### src/rtl/axi_stream_packet_gen.sv
// AXI4-Stream packet source: one packet per start with an incrementing data pattern from seed, and a partial keep mask on the last beat.
// Latency start->first tvalid 1 cycle; beats hold while m_tready is low; all outputs registered.
module axi_stream_packet_gen #(
  parameter int LEN_WIDTH  = 16,
  parameter int IPG_CYCLES = 2,
  parameter int CNT_WIDTH  = 16
) (
  input  logic                 clk,
  input  logic                 rst_n,
  input  logic                 start,
  input  logic [LEN_WIDTH-1:0] pkt_len,
  input  logic [31:0]          seed,
  input  logic                 cfg_tid,
  input  logic                 cfg_tdest,
  output logic [31:0]          m_tdata,
  output logic [3:0]           m_tkeep,
  output logic [3:0]           m_tstrb,
  output logic                 m_tlast,
  output logic                 m_tuser,
  output logic                 m_tid,
  output logic                 m_tdest,
  output logic                 m_tvalid,
  input  logic                 m_tready,
  output logic                 busy,
  output logic                 done,
  output logic [CNT_WIDTH-1:0] pkt_count
);

  localparam logic [1:0] IDLE = 2'd0;
  localparam logic [1:0] SEND = 2'd1;
  localparam logic [1:0] GAP  = 2'd2;

  localparam int GW = (IPG_CYCLES > 1) ? $clog2(IPG_CYCLES) : 1;
  localparam logic [LEN_WIDTH-2:0] BEAT_ONE  = 1;
  localparam logic [LEN_WIDTH-2:0] BEAT_ZERO = 0;

  logic [1:0]           state;
  logic [LEN_WIDTH-2:0] beats_left;   // beats still to follow the one on the bus
  logic [1:0]           last_sel;     // (pkt_len-1) mod 4, selects final keep mask
  logic [GW-1:0]        gap_cnt;
  logic [LEN_WIDTH-1:0] len_m1;
  logic [LEN_WIDTH-2:0] beats_init;

  assign len_m1     = pkt_len - LEN_WIDTH'(1);
  assign beats_init = {1'b0, len_m1[LEN_WIDTH-1:2]};
  assign m_tstrb    = m_tkeep;

  function automatic logic [3:0] last_keep(input logic [1:0] sel);
    case (sel)
      2'd0:    last_keep = 4'b0001;
      2'd1:    last_keep = 4'b0011;
      2'd2:    last_keep = 4'b0111;
      default: last_keep = 4'b1111;
    endcase
  endfunction

  always_ff @(posedge clk or negedge rst_n) begin
    if (!rst_n) begin
      state      <= IDLE;
      beats_left <= '0;
      last_sel   <= '0;
      gap_cnt    <= '0;
      m_tdata    <= '0;
      m_tkeep    <= '0;
      m_tlast    <= 1'b0;
      m_tuser    <= 1'b0;
      m_tid      <= 1'b0;
      m_tdest    <= 1'b0;
      m_tvalid   <= 1'b0;
      busy       <= 1'b0;
      done       <= 1'b0;
      pkt_count  <= '0;
    end else begin
      done <= 1'b0;
      case (state)
        IDLE: begin
          if (start && (pkt_len != '0)) begin
            state      <= SEND;
            busy       <= 1'b1;
            beats_left <= beats_init;
            last_sel   <= len_m1[1:0];
            m_tvalid   <= 1'b1;
            m_tdata    <= seed;
            m_tuser    <= 1'b1;
            m_tid      <= cfg_tid;
            m_tdest    <= cfg_tdest;
            m_tlast    <= (beats_init == BEAT_ZERO);
            m_tkeep    <= (beats_init == BEAT_ZERO) ? last_keep(len_m1[1:0]) : 4'b1111;
          end
        end
        SEND: begin
          if (m_tvalid && m_tready) begin
            if (m_tlast) begin
              m_tvalid  <= 1'b0;
              m_tlast   <= 1'b0;
              m_tuser   <= 1'b0;
              m_tkeep   <= 4'b0000;
              done      <= 1'b1;
              pkt_count <= pkt_count + CNT_WIDTH'(1);
              if (IPG_CYCLES > 0) begin
                state   <= GAP;
                gap_cnt <= GW'(IPG_CYCLES - 1);
              end else begin
                state <= IDLE;
                busy  <= 1'b0;
              end
            end else begin
              m_tdata    <= m_tdata + 32'd1;
              m_tuser    <= 1'b0;
              beats_left <= beats_left - BEAT_ONE;
              m_tlast    <= (beats_left == BEAT_ONE);
              m_tkeep    <= (beats_left == BEAT_ONE) ? last_keep(last_sel) : 4'b1111;
            end
          end
        end
        GAP: begin
          if (gap_cnt == '0) begin
            state <= IDLE;
            busy  <= 1'b0;
          end else begin
            gap_cnt <= gap_cnt - GW'(1);
          end
        end
        default: begin
          state    <= IDLE;
          busy     <= 1'b0;
          m_tvalid <= 1'b0;
        end
      endcase
    end
  end

endmodule

### config.mk
export PLATFORM = sky130hd
export DESIGN_NAME = axi_stream_packet_gen
export DESIGN_NICKNAME = d
export VERILOG_FILES = /design/src/rtl/axi_stream_packet_gen.sv
export SDC_FILE = /design/constraint.sdc
export NUM_CORES = 1
export LEC_CHECK = 0
export CORE_MARGIN = 2
export CORE_UTILIZATION = 55
export DETAILED_ROUTE_END_ITERATION = 7
export PLACE_DENSITY = 0.84
export SLEW_MARGIN = 20
export SYNTH_ARGS = -nofsm -noshare
export SYNTH_HDL_FRONTEND = slang
export SYNTH_SLANG_ARGS = --single-unit
### constraint.sdc
create_clock -name clk -period 3.03 [get_ports clk]
set_input_delay 0.606 -clock clk [delete_from_list [all_inputs] [get_ports clk]]
set_output_delay 0.606 -clock clk [all_outputs]
set_load 0.005 [all_outputs]
Word-level counts from Yosys, hierarchy flattened
Cells that the tools add are included.
{ "totals": {"wordCells": 90, "latchBits": 0, "n_memories": 0, "mem_bits_rw": 0, "register_bits": 79, "mem_bits_ro": 0} }
{ "classes": {"magnitude_cmp": 0, "bitwise": 2, "eq_ne": 12, "n_mux": 40, "reduce_logical": 17, "div_mod_pow": 0, "n_mul": 0, "add_sub_neg": 5, "shift": 0} }
{ "op_table": {"columns": ["op", "count"], "rows": [
  ["32-bit 2-to-1 mux", 3],
  ["32-bit case mux with 2 select lines", 1],
  ["15-bit 2-to-1 mux", 3],
  ["32-bit by 1-bit adder with 32-bit output, second input constant", 1],
  ["15-bit case mux with 2 select lines", 1],
  ["4-bit case mux with 3 select lines", 2],
  ["4-bit 2-to-1 mux", 5],
  ["16-bit by 1-bit adder with 16-bit output, second input constant", 1],
  ["16-bit nonzero test", 1],
  ["16-bit by 1-bit subtractor with 16-bit output, second input constant", 1],
  ["15-bit by 1-bit == test with 1-bit output, second input constant", 1],
  ["15-bit zero test", 1],
  ["15-bit by 1-bit subtractor with 15-bit output, second input constant", 1],
  ["1-bit 2-to-1 mux", 14],
  ["3-bit AND reduction", 4],
  ["4-bit AND reduction", 3],
  ["2-bit inequality test, second input constant", 5],
  ["2-bit 2-to-1 mux", 4],
  ["4-bit case mux with 2 select lines", 1],
  ["2-bit by 1-bit == test with 1-bit output, second input constant", 3],
  ["2-bit == test, second input constant", 3],
  ["2-bit zero test", 3],
  ["1-bit case mux with 2 select lines", 3],
  ["1-bit case mux with 3 select lines", 2],
  ["6 further kinds", 9]
]} }

Depth between registers and ports, before layout
Gate-level depths: netlist of the first run.
{ "depth": {"depth_word": 6, "mapped_depth": 10} }

Least setup slack after synthesis of the first run
No wires, ideal clock.
{ "synth_timing": {"path_type": "in2reg", "startpoint": "input pkt_len[0]", "endpoint": "register m_tkeep[1]", "stages": 10, "path_slack_ns": 0.296, "arrival_time_ns": 2.608, "setup_ns": 0.126, "t_required_ns": 2.904, "cell_sequence": "buf_6 > inv_1 > ha_1 > or3b_1 > buf_2 > nor4b_2 > o211ai_1 > a311oi_2 > nand4_1 > a221o_1"} }
{ "synth_via": {"elab_chain_cells": 6} }
{ "synth_lines": {"columns": ["element", "line_no", "source"], "rows": [
  ["from (decl)", "11", "input logic [LEN_WIDTH-1:0] pkt_len,"],
  ["16-bit by 1-bit subtractor with 16-bit output (*)", "44", "assign len_m1 = pkt_len - LEN_WIDTH'(1);"],
  ["named net len_m1[0]", "41", "logic [LEN_WIDTH-1:0] len_m1;"],
  ["2-bit == test, or another cell as far along", "49", "case (sel)"],
  ["4-bit case mux with 3 select lines (*)", "49", null],
  ["4-bit 2-to-1 mux (*)", "88", "m_tkeep <= (beats_init == BEAT_ZERO) ? last_keep(len_m1[1:0]) : 4'b1111;"],
  ["4-bit 2-to-1 mux (*)", "77", "if (start && (pkt_len != '0)) begin"],
  ["4-bit case mux with 2 select lines (*)", "75", "case (state)"],
  ["to (signal assigned)", "88", null],
  ["to (signal assigned)", "112", "m_tkeep <= (beats_left == BEAT_ONE) ? last_keep(last_sel) : 4'b1111;"],
  ["to (decl)", "16", "output logic [3:0] m_tkeep,"]
]} }
The timed path passes the listed nets; every way through them passes the cells marked *. The select of a mux whose other input is x is not followed.
A chain may end at the register's enable or synchronous reset.

Worst setup path in the final report of the first run
{ "layout_timing": {"startpoint": "input pkt_len[1]", "endpoint": "register m_tdata[13]"} }
{ "layout_via": {"elab_chain_cells": 4} }
{ "layout_lines": {"columns": ["element", "line_no", "source"], "rows": [
  ["16-bit nonzero test", "77", null],
  ["1-bit logical AND", "77", null],
  ["2-bit inequality test (no source line)", null, null],
  ["4-bit AND reduction (no source line)", null, null],
  ["to (signal assigned)", "108", "m_tdata <= m_tdata + 32'd1;"],
  ["to (decl)", "15", "output logic [31:0] m_tdata,"]
]} }
No other way between the ends.

==> results.sh, run 1 <==
export IMPL_ys_top_cells_by_area="dfrtp_1 40%, a21oi_1 7.3%, nor2_1 4.8%, o21ai_0 4.3%, nand2_1 3.7%"
export IMPL_outcome="completed"
export IMPL_grt_overflow=0
export IMPL_cts_tree="done"
export IMPL_ctsHoldBuffers=0
export IMPL_antennaDiodeCount=0
export IMPL_crit_required_ns=3.29
export IMPL_hold_ws_ns=0.2506
export IMPL_numClockSinks=79
export IMPL_ant_nets=0
export IMPL_fill_cells=679
export IMPL_synthAdderAreaFrac=0.01779
export IMPL_finalHoldViolations=0
export IMPL_die_h_um=98.62
export IMPL_power_frac_seq=0.342
export IMPL_rows=34
export IMPL_design_portCount=117
export IMPL_clk_latency_ns=0.36
export IMPL_seq_area_frac_synth=0.4015
export IMPL_first_global_vias=4717
export IMPL_cts_root_buf="clkbuf_8"
export IMPL_fp_dieW_um=98.62
export IMPL_cp_arrival_ns=2.95
export IMPL_leakage_uw=0.002636
export IMPL_rsz0062_at_grt="false"
export IMPL_synth_simple_gate_area_frac=0.2577
export IMPL_first_pass_iters=6
export IMPL_drc=0
export IMPL_syn_area_um2=4923
export IMPL_finClkSkew_ns=0.01099
export IMPL_dpl_hpwl_mm=9.987
export IMPL_synthCells=587
export IMPL_cts_htree_levels=3
export IMPL_ys_flop_type="dfrtp_1"
export IMPL_fin_total_pwr_uw=5964
export IMPL_drt_iter0_drc=358
export IMPL_setup_worst_path_class="primary input to flop"
export IMPL_start_util=0.5646
export IMPL_synth_compound_area_frac=0.2147
export IMPL_min_path_type="primary input to async pin"
export IMPL_wl_per_cell_um=16.76
export IMPL_reg2reg_to="m_tdata[28]$_DFFE_PN0P_"
export IMPL_synth_area_leader_cell="dfrtp_1"
export IMPL_synth_seq_cells=79
export IMPL_viasPerCell=6.054
export IMPL_endpoint_kind="flop"
export IMPL_port_buffers=116
export IMPL_ys_types=65
export IMPL_num_vias=5025
export IMPL_peakVddDrop_v=0.0006554
export IMPL_crit_fanout=21
export IMPL_path_clk_slew_ns=0.09
export IMPL_maxSlewHeadroom=0.4396
export IMPL_routed_wl_mm=13.91
export IMPL_p_sw_uw=2593
export IMPL_cts_buffers=9
export IMPL_critPathLaunchType="primary input"
export IMPL_worstMarginPinSlew_ns=0.8329
export IMPL_power_frac_comb=0.531
export IMPL_synth_mux_area_frac=0.006861
export IMPL_tns_ns=0
export IMPL_ys_warn_count=0
export IMPL_cellPowerDensity_nw_per_um2=907.9
export IMPL_synth_top_area_share=0.4015
export IMPL_synth_xor_area_frac=0.04981
export IMPL_place_gp_congestion=0.9240
export IMPL_syn_to_final_growth_pct=33.42
export IMPL_cts_resized=0
export IMPL_layout_nets=778
export IMPL_reg2regPathDepth=7
export IMPL_r2r_start="m_tdata[0]$_DFFE_PN0P_"
export IMPL_p_clk_frac=0.127
export IMPL_async_reset_ff_frac=1.000
export IMPL_avgSynthCellArea_um2=8.388
export IMPL_synth_top_family_by_area="simple AND/OR/NAND/NOR gates"
export IMPL_synth_edf_count=0
export IMPL_slew_violations=0
export IMPL_drive_gt1_frac=0.1066
export IMPL_drv_cap=0
export IMPL_syn_num_nets=648
export IMPL_post_cts_buffers=0
export IMPL_die_area_um2=9725
export IMPL_rrSetupSlack_ns=0.51
export IMPL_finalSetupViolations=0
export IMPL_grt_pass1_wl_mm=22.58
export IMPL_fmax_mhz=370.9
export IMPL_intPower_uw=3371
export IMPL_finalCritPeriodShare=0.8898
export IMPL_cts_path_max_buffers=2
export IMPL_grt_usage=0.2833
export IMPL_antenna_found_initial=0
export IMPL_grt_max_degree=84
export IMPL_p_sw_frac=0.4347
export IMPL_period_needed_ns=2.696
export IMPL_core_area_um2=8721
[state kept, by name, summed over array words and instances (netlist names)]
name,cells
beats_left,15
done,1
m_tuser,1
m_tid,1
m_tdest,1
m_tkeep,4
pkt_count,16
busy,1
m_tlast,1
last_sel,2
m_tdata,32
m_tvalid,1
state,2
gap_cnt,1
[stage by stage]
stage,instance area (um2),setup slack (ns),instances,util
floorplan,4923,0.2964,587,-
global placement,6382,-0.0003768,814,0.7319
detailed placement,6382,-0.07832,814,0.7319
CTS,6565,0.3175,830,0.7528
global route,6569,0.1432,830,0.7532
finish,6569,0.3338,830,0.7532
[metal layers]
| metal | global-route usage | vias to the layer above | part of all wire |
|---|---|---|---|
| li1 | - | 2405 | - |
| met1 | 0.3783 | 2382 | 0.41 |
| met2 | 0.4652 | 210 | 0.50 |
| met3 | 0.05035 | 28 | 0.070 |
| met4 | 0.1033 | 0 | 0.023 |
| met5 | 0 | - | 0 |
[placed cells by master, fill, tap and decap left out, drive strengths merged, types with 13 or more instances in the layout]
| cell type | instances |
|---|---|
| a21oi | 72 |
| nand4 | 13 |
| clkdlybuf4s50 | 115 |
| xnor2 | 15 |
| nand3 | 33 |
| buf | 41 |
| dfrtp | 79 |
| nand2 | 48 |
| nor2 | 64 |
| and3 | 16 |
| xor2 | 13 |
| o21ai | 42 |
| inv | 14 |
| nor3 | 18 |
[critical path, stage by stage]
cell and delay, ns:
clkdlybuf4s50_1 0.42, inv_1 0.08, ha_1 0.22, nor3b_1 0.34
nand4_1 0.20, buf_4 0.20, nor2_1 0.22, buf_4 0.17
a21boi_4 0.07, buf_12 0.18, a21oi_1 0.18, a21oi_1 0.06
[final cells by class]
cell class | count | area (um2) | share of cell area
multi-input combinational | 458 | 2725 | 0.4149
sequential | 79 | 1977 | 0.3010
timing repair buffer | 156 | 1500 | 0.2284
clock buffer | 11 | 141.4 | 0.02152
tap | 108 | 135.1 | 0.02057
inverter | 13 | 48.80 | 0.007429
clock inverter | 5 | 41.29 | 0.006286
[logic make-up after synthesis]
logic type | after synthesis
adder cells (fa/ha/maj) | 7
buffers and inverters | 50
flip-flops | 79
XOR/XNOR | 28
multiplexers | 3
AO/OA/AOI/OAI | 177
AND/OR/NAND/NOR | 243
[power by group through the flow]
stage	logic, uW	clock network [uW]	registers [uW]
6_report	3170	757	2040
5_1_grt	3480	798	2120
4_1_cts	3160	762	2020
3_5_place_dp	3140	0	2040
3_3_place_gp	3030	0	2020
2_1_floorplan	1880	0	1910
[synthesized netlist by cell type, types with 3 or more instances]
cell type	number
nand3_1	33
buf_2	4
nor3_1	17
o22ai_1	11
o31ai_1	9
nand2_1	48
and3_1	15
a211oi_1	3
mux2_2	3
and2_1	6
nor2_1	63
dfrtp_1	79
xnor2_1	15
clkbuf_8	3
o21a_1	3
a2bb2oi_1	5
and4_1	6
o22a_1	5
nand4_1	13
inv_1	13
o2bb2ai_1	3
o32ai_1	3
or3_1	4
xor2_1	13
nor4_1	6
ha_1	7
o21ai_0	42
a21oi_1	72
a31oi_1	8
nor3b_1	6
nor2b_1	3
buf_4	4
clkbuf_1	22
[worst max path at each step]
| stage | slack [ns] | end | from | cells past startpoint |
|---|---|---|---|---|
| after CTS | 0.32 | m_tkeep[1]$_DFFE_PN0P_ | pkt_len[1] | 9 |
| final | 0.33 | m_tdata[13]$_DFFE_PN0P_ | pkt_len[1] | 12 |
| after global routing | 0.14 | m_tkeep[1]$_DFFE_PN0P_ | pkt_len[0] | 9 |
| after detailed placement | -0.08 | m_tkeep[1]$_DFFE_PN0P_ | pkt_len[1] | 9 |
| after global placement | -0.0004 | m_tkeep[1]$_DFFE_PN0P_ | pkt_len[1] | 9 |
| after floorplan | 0.30 | m_tkeep[1]$_DFFE_PN0P_ | pkt_len[0] | 10 |
Power figures use the tool's default switching activity.
==> run 2, diff against run 1 <==
SLEW_MARGIN = 25   (was 20)
==> results of run 2 <==
No change in the layout: final DEF, timing and power equal those of run 1.
==> run 3, diff against run 2 <==
CTS_CLUSTER_SIZE = 25   (was default)
==> results of run 3 <==
No change in the layout: final DEF, timing and power equal those of run 1.
